$ cat src/rtl/fft_pkg.sv
// Shared types and helpers for the radix-2 FFT controller family.
// State codes, the state enum and a bit-reversal helper.
package fft_pkg;

    localparam logic [2:0] ST_IDLE    = 3'd0;
    localparam logic [2:0] ST_LOAD    = 3'd1;
    localparam logic [2:0] ST_COMPUTE = 3'd2;
    localparam logic [2:0] ST_FLUSH   = 3'd3;
    localparam logic [2:0] ST_UNLOAD  = 3'd4;
    localparam logic [2:0] ST_DONE    = 3'd5;

    typedef enum logic [2:0] {
        S_IDLE    = ST_IDLE,
        S_LOAD    = ST_LOAD,
        S_COMPUTE = ST_COMPUTE,
        S_FLUSH   = ST_FLUSH,
        S_UNLOAD  = ST_UNLOAD,
        S_DONE    = ST_DONE
    } fft_state_t;

    // Reverse the low 'width' bits of value; upper result bits are zero.
    function automatic logic [31:0] bitrev(input logic [31:0] value, input int unsigned width);
        logic [31:0] r;
        r = '0;
        for (int unsigned i = 0; i < width && i < 32; i++) begin
            r[5'(i)] = value[5'(width - 1 - i)];
        end
        return r;
    endfunction

endpackage

$ cat src/rtl/fft_r2_scheduler_addr_gen.sv
// fft_r2_addr_gen: combinational DIT butterfly pair and twiddle index from (stage, butterfly).
// Shared with the pipelined FFT, so it holds no state.
module fft_r2_addr_gen #(
    parameter int unsigned LOG2_NFFT = 4,
    parameter int unsigned SW        = 2
) (
    input  logic [SW-1:0]        stage,
    input  logic [LOG2_NFFT-2:0] bfly,
    output logic [LOG2_NFFT-1:0] addr_a,
    output logic [LOG2_NFFT-1:0] addr_b,
    output logic [LOG2_NFFT-2:0] tw_idx
);

    logic [LOG2_NFFT-1:0] k_ext;
    logic [LOG2_NFFT-1:0] half;
    logic [LOG2_NFFT-1:0] pos;
    logic [LOG2_NFFT-1:0] grp;
    logic [LOG2_NFFT-1:0] tw_full;

    // Shift by stage then by one so stage+1 never wraps in SW bits.
    always_comb begin
        k_ext   = LOG2_NFFT'(bfly);
        half    = LOG2_NFFT'(1) << stage;
        pos     = k_ext & (half - LOG2_NFFT'(1));
        grp     = k_ext >> stage;
        addr_a  = ((grp << stage) << 1) | pos;
        addr_b  = addr_a | half;
        tw_full = pos << (SW'(LOG2_NFFT - 1) - stage);
        tw_idx  = tw_full[LOG2_NFFT-2:0];
    end

endmodule

$ cat src/rtl/fft_r2_scheduler.sv
// In-place radix-2 DIT FFT controller: bit-reversed load, staged butterfly issue, natural-order unload.
// Optional FFT_SCALE_EN adds per-stage butterfly scaling (scale_mask in, bf_scale out).
module fft_r2_scheduler
    import fft_pkg::*;
#(
    parameter int unsigned NFFT         = 16,
    parameter int unsigned LOG2_NFFT    = 4,
    parameter int unsigned BFLY_LATENCY = 2
) (
    input  logic                 clk,
    input  logic                 rst,
    input  logic                 start,
`ifdef FFT_SCALE_EN
    input  logic [LOG2_NFFT-1:0] scale_mask,
    output logic                 bf_scale,
`endif
    input  logic                 in_valid,
    output logic                 in_ready,
    output logic                 ld_we,
    output logic [LOG2_NFFT-1:0] ld_addr,
    output logic                 bf_valid,
    output logic [LOG2_NFFT-1:0] bf_addr_a,
    output logic [LOG2_NFFT-1:0] bf_addr_b,
    output logic [LOG2_NFFT-2:0] tw_idx,
    output logic                 wb_we,
    output logic [LOG2_NFFT-1:0] wb_addr_a,
    output logic [LOG2_NFFT-1:0] wb_addr_b,
    output logic                 out_valid,
    input  logic                 out_ready,
    output logic [LOG2_NFFT-1:0] out_addr,
    output logic                 out_last,
    output logic                 busy,
    output logic                 complete,
    output logic [2:0]           stateFFT
);

    localparam int unsigned SW = (LOG2_NFFT > 1) ? $clog2(LOG2_NFFT) : 1;
    localparam int unsigned FW = $clog2(BFLY_LATENCY + 1);
    localparam int unsigned CW = (LOG2_NFFT > FW) ? LOG2_NFFT : FW;

    fft_state_t      state_q, state_nxt;
    logic [CW-1:0]   cnt_q, cnt_nxt;
    logic [SW-1:0]   stage_q, stage_nxt;

    logic [LOG2_NFFT-1:0] gen_a;
    logic [LOG2_NFFT-1:0] gen_b;
    logic [LOG2_NFFT-2:0] gen_tw;

    logic [BFLY_LATENCY-1:0] wb_pipe_we;
    logic [LOG2_NFFT-1:0]    wb_pipe_a [BFLY_LATENCY];
    logic [LOG2_NFFT-1:0]    wb_pipe_b [BFLY_LATENCY];

`ifdef FFT_SCALE_EN
    logic [LOG2_NFFT-1:0] mask_q;
`endif

    assign ld_we     = in_valid && in_ready;
    assign stateFFT  = state_q;
    assign wb_we     = wb_pipe_we[BFLY_LATENCY-1];
    assign wb_addr_a = wb_pipe_a[BFLY_LATENCY-1];
    assign wb_addr_b = wb_pipe_b[BFLY_LATENCY-1];

    // Addresses are generated from next-state counters so issue outputs can be registered.
    fft_r2_addr_gen #(
        .LOG2_NFFT (LOG2_NFFT),
        .SW        (SW)
    ) u_addr_gen (
        .stage  (stage_nxt),
        .bfly   (cnt_nxt[LOG2_NFFT-2:0]),
        .addr_a (gen_a),
        .addr_b (gen_b),
        .tw_idx (gen_tw)
    );

    // Next-state and counter logic.
    always_comb begin
        state_nxt = state_q;
        cnt_nxt   = cnt_q;
        stage_nxt = stage_q;
        case (state_q)
            S_IDLE: begin
                if (start) begin
                    state_nxt = S_LOAD;
                    cnt_nxt   = '0;
                    stage_nxt = '0;
                end
            end
            S_LOAD: begin
                if (in_valid && in_ready) begin
                    if (cnt_q == CW'(NFFT - 1)) begin
                        state_nxt = S_COMPUTE;
                        cnt_nxt   = '0;
                    end else begin
                        cnt_nxt = cnt_q + CW'(1);
                    end
                end
            end
            S_COMPUTE: begin
                if (cnt_q == CW'(NFFT / 2 - 1)) begin
                    state_nxt = S_FLUSH;
                    cnt_nxt   = '0;
                end else begin
                    cnt_nxt = cnt_q + CW'(1);
                end
            end
            S_FLUSH: begin
                if (cnt_q == CW'(BFLY_LATENCY - 1)) begin
                    cnt_nxt = '0;
                    if (stage_q == SW'(LOG2_NFFT - 1)) begin
                        state_nxt = S_UNLOAD;
                    end else begin
                        state_nxt = S_COMPUTE;
                        stage_nxt = stage_q + SW'(1);
                    end
                end else begin
                    cnt_nxt = cnt_q + CW'(1);
                end
            end
            S_UNLOAD: begin
                if (out_valid && out_ready) begin
                    if (cnt_q == CW'(NFFT - 1)) begin
                        state_nxt = S_DONE;
                        cnt_nxt   = '0;
                    end else begin
                        cnt_nxt = cnt_q + CW'(1);
                    end
                end
            end
            S_DONE:  state_nxt = S_IDLE;
            default: begin
                state_nxt = S_IDLE;
                cnt_nxt   = '0;
                stage_nxt = '0;
            end
        endcase
    end

    // State, counters and registered outputs.
    always_ff @(posedge clk) begin
        if (rst) begin
            state_q   <= S_IDLE;
            cnt_q     <= '0;
            stage_q   <= '0;
            in_ready  <= 1'b0;
            ld_addr   <= '0;
            bf_valid  <= 1'b0;
            bf_addr_a <= '0;
            bf_addr_b <= '0;
            tw_idx    <= '0;
            out_valid <= 1'b0;
            out_addr  <= '0;
            out_last  <= 1'b0;
            busy      <= 1'b0;
            complete  <= 1'b0;
        end else begin
            state_q   <= state_nxt;
            cnt_q     <= cnt_nxt;
            stage_q   <= stage_nxt;
            in_ready  <= (state_nxt == S_LOAD);
            ld_addr   <= (state_nxt == S_LOAD) ?
                         LOG2_NFFT'(bitrev(32'(cnt_nxt), LOG2_NFFT)) : '0;
            bf_valid  <= (state_nxt == S_COMPUTE);
            bf_addr_a <= (state_nxt == S_COMPUTE) ? gen_a : '0;
            bf_addr_b <= (state_nxt == S_COMPUTE) ? gen_b : '0;
            tw_idx    <= (state_nxt == S_COMPUTE) ? gen_tw : '0;
            out_valid <= (state_nxt == S_UNLOAD);
            out_addr  <= (state_nxt == S_UNLOAD) ? cnt_nxt[LOG2_NFFT-1:0] : '0;
            out_last  <= (state_nxt == S_UNLOAD) && (cnt_nxt == CW'(NFFT - 1));
            busy      <= (state_nxt != S_IDLE);
            complete  <= (state_nxt == S_DONE);
        end
    end

    // Writeback delay line; cleared on reset so in-flight writebacks are dropped.
    always_ff @(posedge clk) begin
        if (rst) begin
            wb_pipe_we <= '0;
            for (int i = 0; i < int'(BFLY_LATENCY); i++) begin
                wb_pipe_a[i] <= '0;
                wb_pipe_b[i] <= '0;
            end
        end else begin
            wb_pipe_we[0] <= bf_valid;
            wb_pipe_a[0]  <= bf_addr_a;
            wb_pipe_b[0]  <= bf_addr_b;
            for (int i = 1; i < int'(BFLY_LATENCY); i++) begin
                wb_pipe_we[i] <= wb_pipe_we[i-1];
                wb_pipe_a[i]  <= wb_pipe_a[i-1];
                wb_pipe_b[i]  <= wb_pipe_b[i-1];
            end
        end
    end

`ifdef FFT_SCALE_EN
    // Scale mask is captured with start and applied per stage at issue.
    always_ff @(posedge clk) begin
        if (rst) begin
            mask_q   <= '0;
            bf_scale <= 1'b0;
        end else begin
            if (state_q == S_IDLE && start) begin
                mask_q <= scale_mask;
            end
            bf_scale <= (state_nxt == S_COMPUTE) && mask_q[stage_nxt];
        end
    end
`endif

endmodule

$ cat config.mk
export PLATFORM = sky130hd
export DESIGN_NAME = fft_r2_scheduler
export DESIGN_NICKNAME = d
export VERILOG_FILES = /design/src/rtl/fft_pkg.sv /design/src/rtl/fft_r2_scheduler_addr_gen.sv /design/src/rtl/fft_r2_scheduler.sv
export SDC_FILE = /design/constraint.sdc
export NUM_CORES = 1
export LEC_CHECK = 0
export CORE_MARGIN = 2
export CORE_UTILIZATION = 50
export CTS_CLUSTER_SIZE = 25
export DETAILED_ROUTE_END_ITERATION = 10
export PLACE_DENSITY = 0.86
export SLEW_MARGIN = 20
export SYNTH_ARGS = -nofsm -noshare
export SYNTH_HDL_FRONTEND = slang
export SYNTH_SLANG_ARGS = --single-unit
export TNS_END_PERCENT = 100
$ cat constraint.sdc
create_clock -name clk -period 2.3 [get_ports clk]
set_input_delay 0.69 -clock clk [delete_from_list [all_inputs] [get_ports clk]]
set_output_delay 0.69 -clock clk [all_outputs]
set_load 0.01 [all_outputs]
==> results by group <==
Min path
  • HP Start: wb_pipe_b[0][0]
  • Hold depth: 1
  • HP Class: flip-flop to flip-flop
  • WHS Endpoint: wb_pipe_b[0][4]

Worst setup path
  • Reg2reg end: tw_idx[0]
  • Crit-path cells: clkdlybuf4s50_1 > and2_1 > clkdlybuf4s15_1
  • Critical path startpoint category: primary input
  • Critical path's largest stage delay: 470 ps
  • RR Startpoint: cnt_q[0]
  • Worst EP arrival: 1530 ps
  • Internal reg-to-reg setup slack: roughly 140 ps
  • Worst setup EP type: output pin
  • Worst setup path class: primary input to output pin
  • Critical path fanouts, max: 2
  • Critical Path RT: between 1500 and 2000 ps
  • Worst path slowest cell: clkdlybuf4s50_1
  • Worst Reg-to-Reg Cells: 7

Place
  • Dpl hpwl: 3.282 mm
  • Placement Cell Area: roughly 0.0026 sq mm
  • Routability cong.: slightly above 0.9
  • Port bufs: 42

Synth
  • Yosys cell types: 53
  • Post-synthesis sequential area ratio: 0.4911
  • Post-synth top area share: 0.4911
  • Syn nets: 222
  • Warnings, synthesis: 0
  • Top FF cell, synth: dfxtp_1
  • Avg Cell Area, Syn: 9.858 sq um
  • Synth Instances: approximately 220
  • Most frequent cell after synthesis: dfxtp_1
  • Mapped Area: about 0.0021 sq mm
  • Synth top cells by count: dfxtp_1 (52), nor2b_1 (23), nor2_1 (20), nand2_1 (11), a21oi_1 (10)
  • Area leader, netlist: dfxtp_1
  • Post-synth EDFFs: 0
  • Ys async rst share: 0
  • Largest cells by area after synthesis: dfxtp_1 (49%), nor2b_1 (6.8%), nor2_1 (3.5%)
  • Seq cells post-synth: 52

Global route
  • Total GRT Usage: 0.2041
  • First-pass GRT wire length: 7.748 mm
  • Global route overflow: 0
  • Vias in the first global route: around 1700
  • Initial antenna violation count: 0
  • Largest net degree at the start of global routing: 22

Timing
  • Final Skew: 6.279 ps
  • Final setup viols: 0
  • Worst slew pin tran: a little over 400 ps
  • Final Slew Violations: 0
  • Fmax: approximately 450 MHz
  • Min Tclk post-route: 2222 ps
  • Relative slew slack: 0.7253
  • Final number of hold-violating endpoints: 0
  • Tcrit/Tclk final: 0.9659

Finish
  • Final Util: 0.6913
  • Filler cells: 304
  • Total Nets Final: 272
  • Area grow syn2layout: 31.40%
  • N_diodes: 0
  • Multi-input gate area: a little under 0.001 sq mm
  • Final instance area: 0.002785 sq mm
  • Register area: ~0.0010 sq mm
  • Layout cell share with drive strength beyond 1: 0.1917

Job
  • Max Cap Violations: 0

Floorplan
  • Die height: around 70 um
  • FP Rows: 23
  • Die width: 69.11 um
  • Core ar.: about 0.0040 sq mm
  • Die Area: 0.004776 sq mm
  • IO Count: 43
  • Starting Density: 0.5261

Clock tree
  • # clock sinks: 52
  • H-tree lvl count: 2
  • CTS clock-pin slew for the worst setup and hold paths: ~80 ps
  • Clock latency on the worst-skew pair: around 300 ps
  • CTS tree: done
  • Root Driver: clkbuf_8
  • CTS Buffer Depth: 2
  • Cts hold-fix bufs: 0
  • TritonCTS Buffers: 5

Routing
  • Via density: between 5 and 6
  • Antenna Violating Nets Remaining: 0
  • DR pass1 iterations: 5
  • Via count: 1723
  • Drt wl/cell: roughly 15 um
  • DRT iter0 DRCs: approximately 100
  • WL final: roughly 4.8 mm
  • DRC viols: 0

Power
  • PwrDens: between 500 and 600 mW/mm^2
  • P_leak: roughly 1.0 nW
  • Maximum vdd drop: approximately 0.5 mV

Outcome
  • Status: finished clean
[logic make-up (layout without fill, tap and decap cells)]
group,count (synthesis),in the layout,synth area share
simple gates,93,93,0.2538
buf+inv,25,76,0.06906
fa+ha+maj,2,2,0.01180
compound gates,43,43,0.1741
flops,52,52,0.4911
[cell type report]
cell class / count / area share
Sequential cell: 52 / 0.3751
Multi-Input combinational cell: 138 / 0.3513
Timing Repair Buffer: 61 / 0.2031
Clock buffer: 6 / 0.02606
Tap cell: 50 / 0.02246
Clock inverter: 2 / 0.01258
Inverter: 7 / 0.009434
[flip-flops by register name, indices dropped and copies added (netlist names)]
register / cells
wb_pipe_a: 8
wb_pipe_b: 8
bf_addr_a: 4
bf_addr_b: 4
cnt_q: 4
ld_addr: 4
out_addr: 4
stateFFT: 3
tw_idx: 3
stage_q: 2
wb_pipe_we: 2
bf_valid: 1
busy: 1
complete: 1
in_ready: 1
out_last: 1
out_valid: 1
[metal layers]
metal / vias up / wire length [um] / global-route usage
li1: 845 / - / -
met1: 807 / 2132 / 0.2512
met4: 0 / 106 / 0.08497
met3: 13 / 262 / 0.04825
met2: 58 / 2262 / 0.3419
met5: - / 0 / 0
[worst max-delay path, delay by kind of cell]
family                 cells  cell delay (ps)
buffers and inverters      2              700
AND/OR/NAND/NOR            1              140
[through the flow]
stage	setup slack (ps)	TNS [ps]	power [mW]	hold WS, ps	std cells
floorplan	292.3	0	0.9841	413.8	215
global placement	-287.2	-3506	1.021	416.7	306
detailed placement	-324.1	-4159	1.023	424.7	306
CTS	5.288	0	1.615	445.2	314
global route	-72.69	-82.34	1.667	467.4	316
finish	78.39	0	1.612	441.8	316
[placed cells by master (no fill, tap or decap), types with 3 or more instances in the layout]
cell type | netlist | final
nand2_1 | 11 | 11
buf_4 | 9 | 19
nand3_1 | 5 | 5
clkdlybuf4s50_1 | 0 | 40
nor3_1 | 7 | 6
inv_1 | 7 | 7
dfxtp_2 | 0 | 3
nor2b_1 | 23 | 23
o21ai_0 | 4 | 3
and3_1 | 3 | 3
a21oi_1 | 10 | 9
dfxtp_1 | 52 | 49
clkbuf_8 | 0 | 5
nor2_1 | 20 | 20
o211ai_1 | 6 | 6
[report_power, final]
part | internal (mW) | switching (mW) | leakage, nW
clock | 0.323 | 0.280 | 0.0552
combinational | 0.0458 | 0.0458 | 0.547
sequential | 0.905 | 0.0125 | 0.421
total | 1.27 | 0.339 | 1.02
[worst max-delay path by stage]
stage | start | end | slack (ps) | depth (start not counted)
floorplan | start | tw_idx[2] | 290 | 5
global placement | start | bf_addr_b[2] | -290 | 6
detailed placement | start | bf_addr_b[2] | -320 | 6
CTS | start | bf_addr_b[2] | 5 | 6
global route | cnt_q[0] | tw_idx[0] | -70 | 7
finish | in_valid | ld_we | 80 | 3
[repair_timing]
item                       in CTS  in global routing
setup buffers                   0                  2
setup endpoints to repair       5                 11
pin swaps                       2                  3
gates resized for setup         3                 12
No activity file was read; power rests on OpenSTA's default activity.
